[src/rtl/sram_mem_ctrl.sv]
// Memory-stage SRAM controller: stalls the pipeline while a fixed-latency SRAM access runs.
// Optional MEM_ALIGN_CHECK_EN adds align_err and short-circuits misaligned requests.
module sram_mem_ctrl #(
    parameter int unsigned WAIT_CYCLES = 5,
    parameter logic [31:0] BASE_ADDR   = 32'd1024
) (
    input  logic        clk,
    input  logic        rst,
    input  logic        wr_en,
    input  logic        rd_en,
    input  logic [31:0] address,
    input  logic [31:0] write_data,
    output logic [31:0] read_data,
    output logic        ready,
    output logic [17:0] sram_addr,
    output logic [31:0] sram_wdata,
    input  logic [31:0] sram_rdata,
    output logic        sram_we_n,
`ifdef MEM_ALIGN_CHECK_EN
    output logic        sram_oe_n,
    output logic        align_err
`else
    output logic        sram_oe_n
`endif
);

    typedef enum logic [1:0] {
        IDLE,
        ACCESS,
        DONE
    } state_t;

    localparam logic [3:0] LAST_CNT = 4'(WAIT_CYCLES - 1);

    state_t      state;
    state_t      next;
    logic [3:0]  cnt;
    logic [31:0] addr_q;
    logic [31:0] data_q;
    logic        op_wr;
    logic        start;
    logic        capture;
    logic        misalign;
    logic [31:0] offset;
    logic        unused_bits;

    always_ff @(posedge clk) begin
        if (rst) begin
            state <= IDLE;
        end else begin
            state <= next;
        end
    end

    always_comb begin
        next      = state;
        ready     = 1'b0;
        start     = 1'b0;
        capture   = 1'b0;
        misalign  = 1'b0;
        sram_we_n = 1'b1;
        sram_oe_n = 1'b1;
        unique case (state)
            IDLE: begin
                ready = !(wr_en || rd_en);
                if (wr_en || rd_en) begin
                    start = 1'b1;
`ifdef MEM_ALIGN_CHECK_EN
                    if (address[1:0] != 2'b00) begin
                        misalign = 1'b1;
                        next     = DONE;
                    end else begin
                        next = ACCESS;
                    end
`else
                    next = ACCESS;
`endif
                end
            end
            ACCESS: begin
                sram_we_n = !op_wr;
                sram_oe_n = op_wr;
                if (cnt == LAST_CNT) begin
                    next    = DONE;
                    capture = !op_wr;
                end
            end
            DONE: begin
                // Enables are still high here; they must not retrigger.
                ready = 1'b1;
                next  = IDLE;
            end
            default: begin
                next = IDLE;
            end
        endcase
    end

    always_ff @(posedge clk) begin
        if (rst) begin
            cnt       <= 4'd0;
            addr_q    <= 32'd0;
            data_q    <= 32'd0;
            op_wr     <= 1'b0;
            read_data <= 32'd0;
        end else begin
            if (start) begin
                cnt    <= 4'd0;
                addr_q <= address;
                data_q <= write_data;
                op_wr  <= wr_en;
            end else if (state == ACCESS) begin
                cnt <= cnt + 4'd1;
            end
            if (capture) begin
                read_data <= sram_rdata;
            end
        end
    end

`ifdef MEM_ALIGN_CHECK_EN
    always_ff @(posedge clk) begin
        if (rst) begin
            align_err <= 1'b0;
        end else begin
            align_err <= misalign;
        end
    end
`endif

    // Offset wraps modulo 2^32; only the word bits inside 1 MiB reach the SRAM.
    assign offset      = addr_q - BASE_ADDR;
    assign sram_addr   = offset[19:2];
    assign sram_wdata  = data_q;
    assign unused_bits = ^{offset[31:20], offset[1:0], misalign};

endmodule

[config.mk]
export PLATFORM = sky130hd
export DESIGN_NAME = sram_mem_ctrl
export DESIGN_NICKNAME = d
export VERILOG_FILES = /design/src/rtl/sram_mem_ctrl.sv
export SDC_FILE = /design/constraint.sdc
export NUM_CORES = 1
export LEC_CHECK = 0
export BUFFER_PORTS_ARGS = -buffer_cell sky130_fd_sc_hd__buf_4
export CORE_MARGIN = 4
export CORE_UTILIZATION = 46
export CTS_BUF_LIST = sky130_fd_sc_hd__clkbuf_4 sky130_fd_sc_hd__clkbuf_8
export DETAILED_ROUTE_END_ITERATION = 7
export PLACE_DENSITY = 0.83
export REMOVE_ABC_BUFFERS = 1
export SLEW_MARGIN = 30
export SYNTH_ARGS = -nofsm -noshare
export SYNTH_HDL_FRONTEND = slang
export SYNTH_SLANG_ARGS = --single-unit
[constraint.sdc]
create_clock -name clk -period 1.84 [get_ports clk]
set_clock_uncertainty 0.15 [all_clocks]
set_input_delay 0.184 -clock clk [delete_from_list [all_inputs] [get_ports clk]]
set_output_delay 0.184 -clock clk [all_outputs]
set_load 0.05 [all_outputs]
==> run_results.csv <==
group,metric,value,unit
status,outcome,"finished with violations",
status,violations,"setup timing",
sta,hold_violations,0,
synth,yosysTopAreaCell,"dfxtp_1",
sta,rsz0062_at_grt,"true",
synth,netlist_top_cells_area,"dfxtp_1, a22o_1, nand3_1, a21oi_1, o21ai_1",
global_routing,grt-ovfl-total,0,
worst_hold_path,hold_class,"in2reg",
detailed_routing,via_count,3684,
setup_path,cp_data_arrival_time,1.65,ns
clocking,clockBufferDepth,2,
sta,max_freq,0.503,GHz
clocking,htreeDepth,3,
setup_path,cp_max_fo,5,
synth,synth_seq_cells,89,
final_layout,area_growth,72.0,%
sta,slew_headroom,0.767,
clocking,cts.sinks,89,
synth,yosysTopAreaCellShare,0.534,
setup_path,r2r_slack,0.17,ns
global_routing,grt_max_degree,52,
synth,yosys_most_used_dff,"dfxtp_1",
final_layout,drive_gt1_frac,0.386,
place,dp_hpwl,6.76,mm
die,core_area,6910,sq um
sta,post-route-min-period,1.99,ns
setup_path,slowest_stage,"dfxtp_2",
global_routing,grt_pass1_vias,3863,
global_routing,grt_pass1_wl,19.5,mm
detailed_routing,postRouteAntennaNets,0,
detailed_routing,remaining_drc_errors,0,
setup_path,crit_path_end_kind,"output port",
setup_path,startpoint,"addr_q[14]",
die,die-area,8680,sq um
power,p_sw,0.00177,W
detailed_routing,via_per_inst,5.51,
synth,ys_warn_count,0,
power,vdd_drop_max,0.000526,V
detailed_routing,dr.pass1.iters,4,
detailed_routing,wirelength,13.0,mm
power,p_seq_frac,0.420,
sta,worst_slew_pin_slew,0.349,ns
sta,drv_slew,0,
die,initial_core_util,0.483,
power,power,0.00509,W
power,power_frac_comb,0.322,
power,p_leak,2.53,nW
final_layout,layout_commonest_cell,"buf_4",
worst_hold_path,hold_start,"rst",
synth,netlist-cell-type-count,32,
global_routing,grt_usage,0.290,
final_layout,finalNetCount,668,
power,switching_share,0.347,
synth,seq_area_frac_synth,0.534,
detailed_routing,wl_per_cell,19.4,microns
place,io_buffers,170,
clocking,path_clk_slew,0.10,ns
power,p_per_area,888,nW/um^2
sta,hold_slack,0.0821,ns
sta,setup_slack,-0.147,ns
setup_path,slowest_delay,0.34,ns
setup_path,r2r-start,"state[1]",
sta,finalCritPeriodShare,1.08,
place,gp_congestion,0.781,
power,power.internal,0.00333,W
power,clkPwrFrac,0.258,
synth,synth_edf_count,0,
setup_path,required,1.51,ns
flow_run,drv_cap,0,
global_routing,antenna_found_initial,1,
detailed_routing,initialDrtViolationCount,172,
synth,async_flop_share,0,
synth,syn-mean-instance-area,10.2,sq um
die,die_h,93.1,microns
die,die_w,93.1,microns
sta,finalSetupViolations,5,
final_layout,final_cell_mix,"buf_4, dlygate4sd3_1, dfxtp_1, a22o_1, nand3_1",
setup_path,start_kind,"flip-flop",
synth,synthesis.area,3330,sq um
die,num_rows,30,
clocking,clock-root-buffer,"clkbuf_8",
clocking,insertion_delay,0.34,ns
clocking,cts_tree,"done",
setup_path,path_class,"reg2out",
die,io_pins,185,
clocking,cts_made_buffers,9,
place,pre_cts_ws,0.273,ns
setup_path,path_cells,"nor3_2 -> buf_4 -> nand3b_1 -> xnor2_2 -> buf_6",
synth,synthCells,326,
## worst max-delay path, delay by kind of cell, from the launching register on
kind	cells	cell delay, ns
xor gates and xnor gates	1	0.24
buffers and inverters	2	0.36
DFF	1	0.34
and+or+nand+nor	2	0.36
## state kept, by name, indices dropped and copies added (netlist names)
name,count
addr_q,18
op_wr,1
cnt,4
read_data,32
state,2
sram_wdata,32
## metrics by stage
| stage | setup TNS [ns] | std cells | cell area, sq um | utilization |
|---|---|---|---|---|
| after floorplan | -28.20 | 290 | 3090 | - |
| after global placement | 0 | 565 | 4610 | 0.667 |
| after detailed placement | 0 | 565 | 4610 | 0.667 |
| after CTS | -0.0933 | 666 | 5680 | 0.822 |
| after global routing | -0.800 | 667 | 5730 | 0.830 |
| final | -0.369 | 668 | 5740 | 0.830 |
## cells by family after synthesis
logic type               after synthesis  synth area share
multiplexers                           1           0.00300
flip-flops                            89             0.534
adder cells (fa/ha/maj)                3            0.0113
AO/OA/AOI/OAI                        120             0.241
buffers and inverters                 43            0.0826
AND/OR/NAND/NOR                       60             0.102
XOR/XNOR                              10            0.0263
## path summary, 6_finish.rpt
| check | depth (start not counted) | to |
|---|---|---|
| worst min register to register | 2 | read_data[19] |
| worst min-delay path | 3 | cnt[3] |
| worst max register to register | 4 | addr_q[16] |
| worst max-delay path | 5 | sram_addr[14] |
## metal layers
metal,track usage,vias to the layer above,part of all wire
met5,0,-,0
met4,0.226,0,0.072
met3,0.0628,75,0.048
met2,0.536,195,0.55
met1,0.276,1757,0.33
li1,-,1657,-
## power by group through the flow
stage / Combinational [W] / Clock, W / Sequential [W]
after global routing: 0.00170 / 0.00142 / 0.00215
after CTS: 0.00154 / 0.00132 / 0.00212
after global placement: 0.00135 / 0 / 0.00215
after detailed placement: 0.00137 / 0 / 0.00216
final: 0.00164 / 0.00132 / 0.00214
after floorplan: 0.000553 / 0 / 0.00244
## cell type report
type / instances / area [sq um]
Timing Repair Buffer: 264 / 2250
Inverter: 7 / 28.8
Sequential cell: 89 / 1790
Clock buffer: 10 / 131
Tap cell: 96 / 120
Multi-Input combinational cell: 194 / 1350
Antenna cell: 2 / 5.00
Clock inverter: 6 / 58.8
Fill cell: 401 / 1170
## synth_stat cells (2+ instances only)
master / count
nor2_1: 7
nor3_1: 4
o21ai_0: 4
o21ai_1: 29
clkbuf_1: 8
nor3b_4: 2
xor2_1: 3
nand3b_1: 4
buf_4: 14
dfxtp_1: 89
nand2_1: 2
inv_1: 6
a21oi_1: 33
nand3_1: 35
ha_1: 3
xnor2_1: 7
buf_2: 6
a22o_1: 51
buf_6: 6
## what timing repair did
item | 4_1_cts | 5_1_grt
gates resized for setup | 9 | 14
hold buffers | 83 | 0
pin swaps | 5 | 2
endpoints found under the setup margin | 6 | 7
hold endpoints to repair | 83 | 0
setup buffers | 2 | 0
Note: power is estimated with default switching activity, not from simulation.
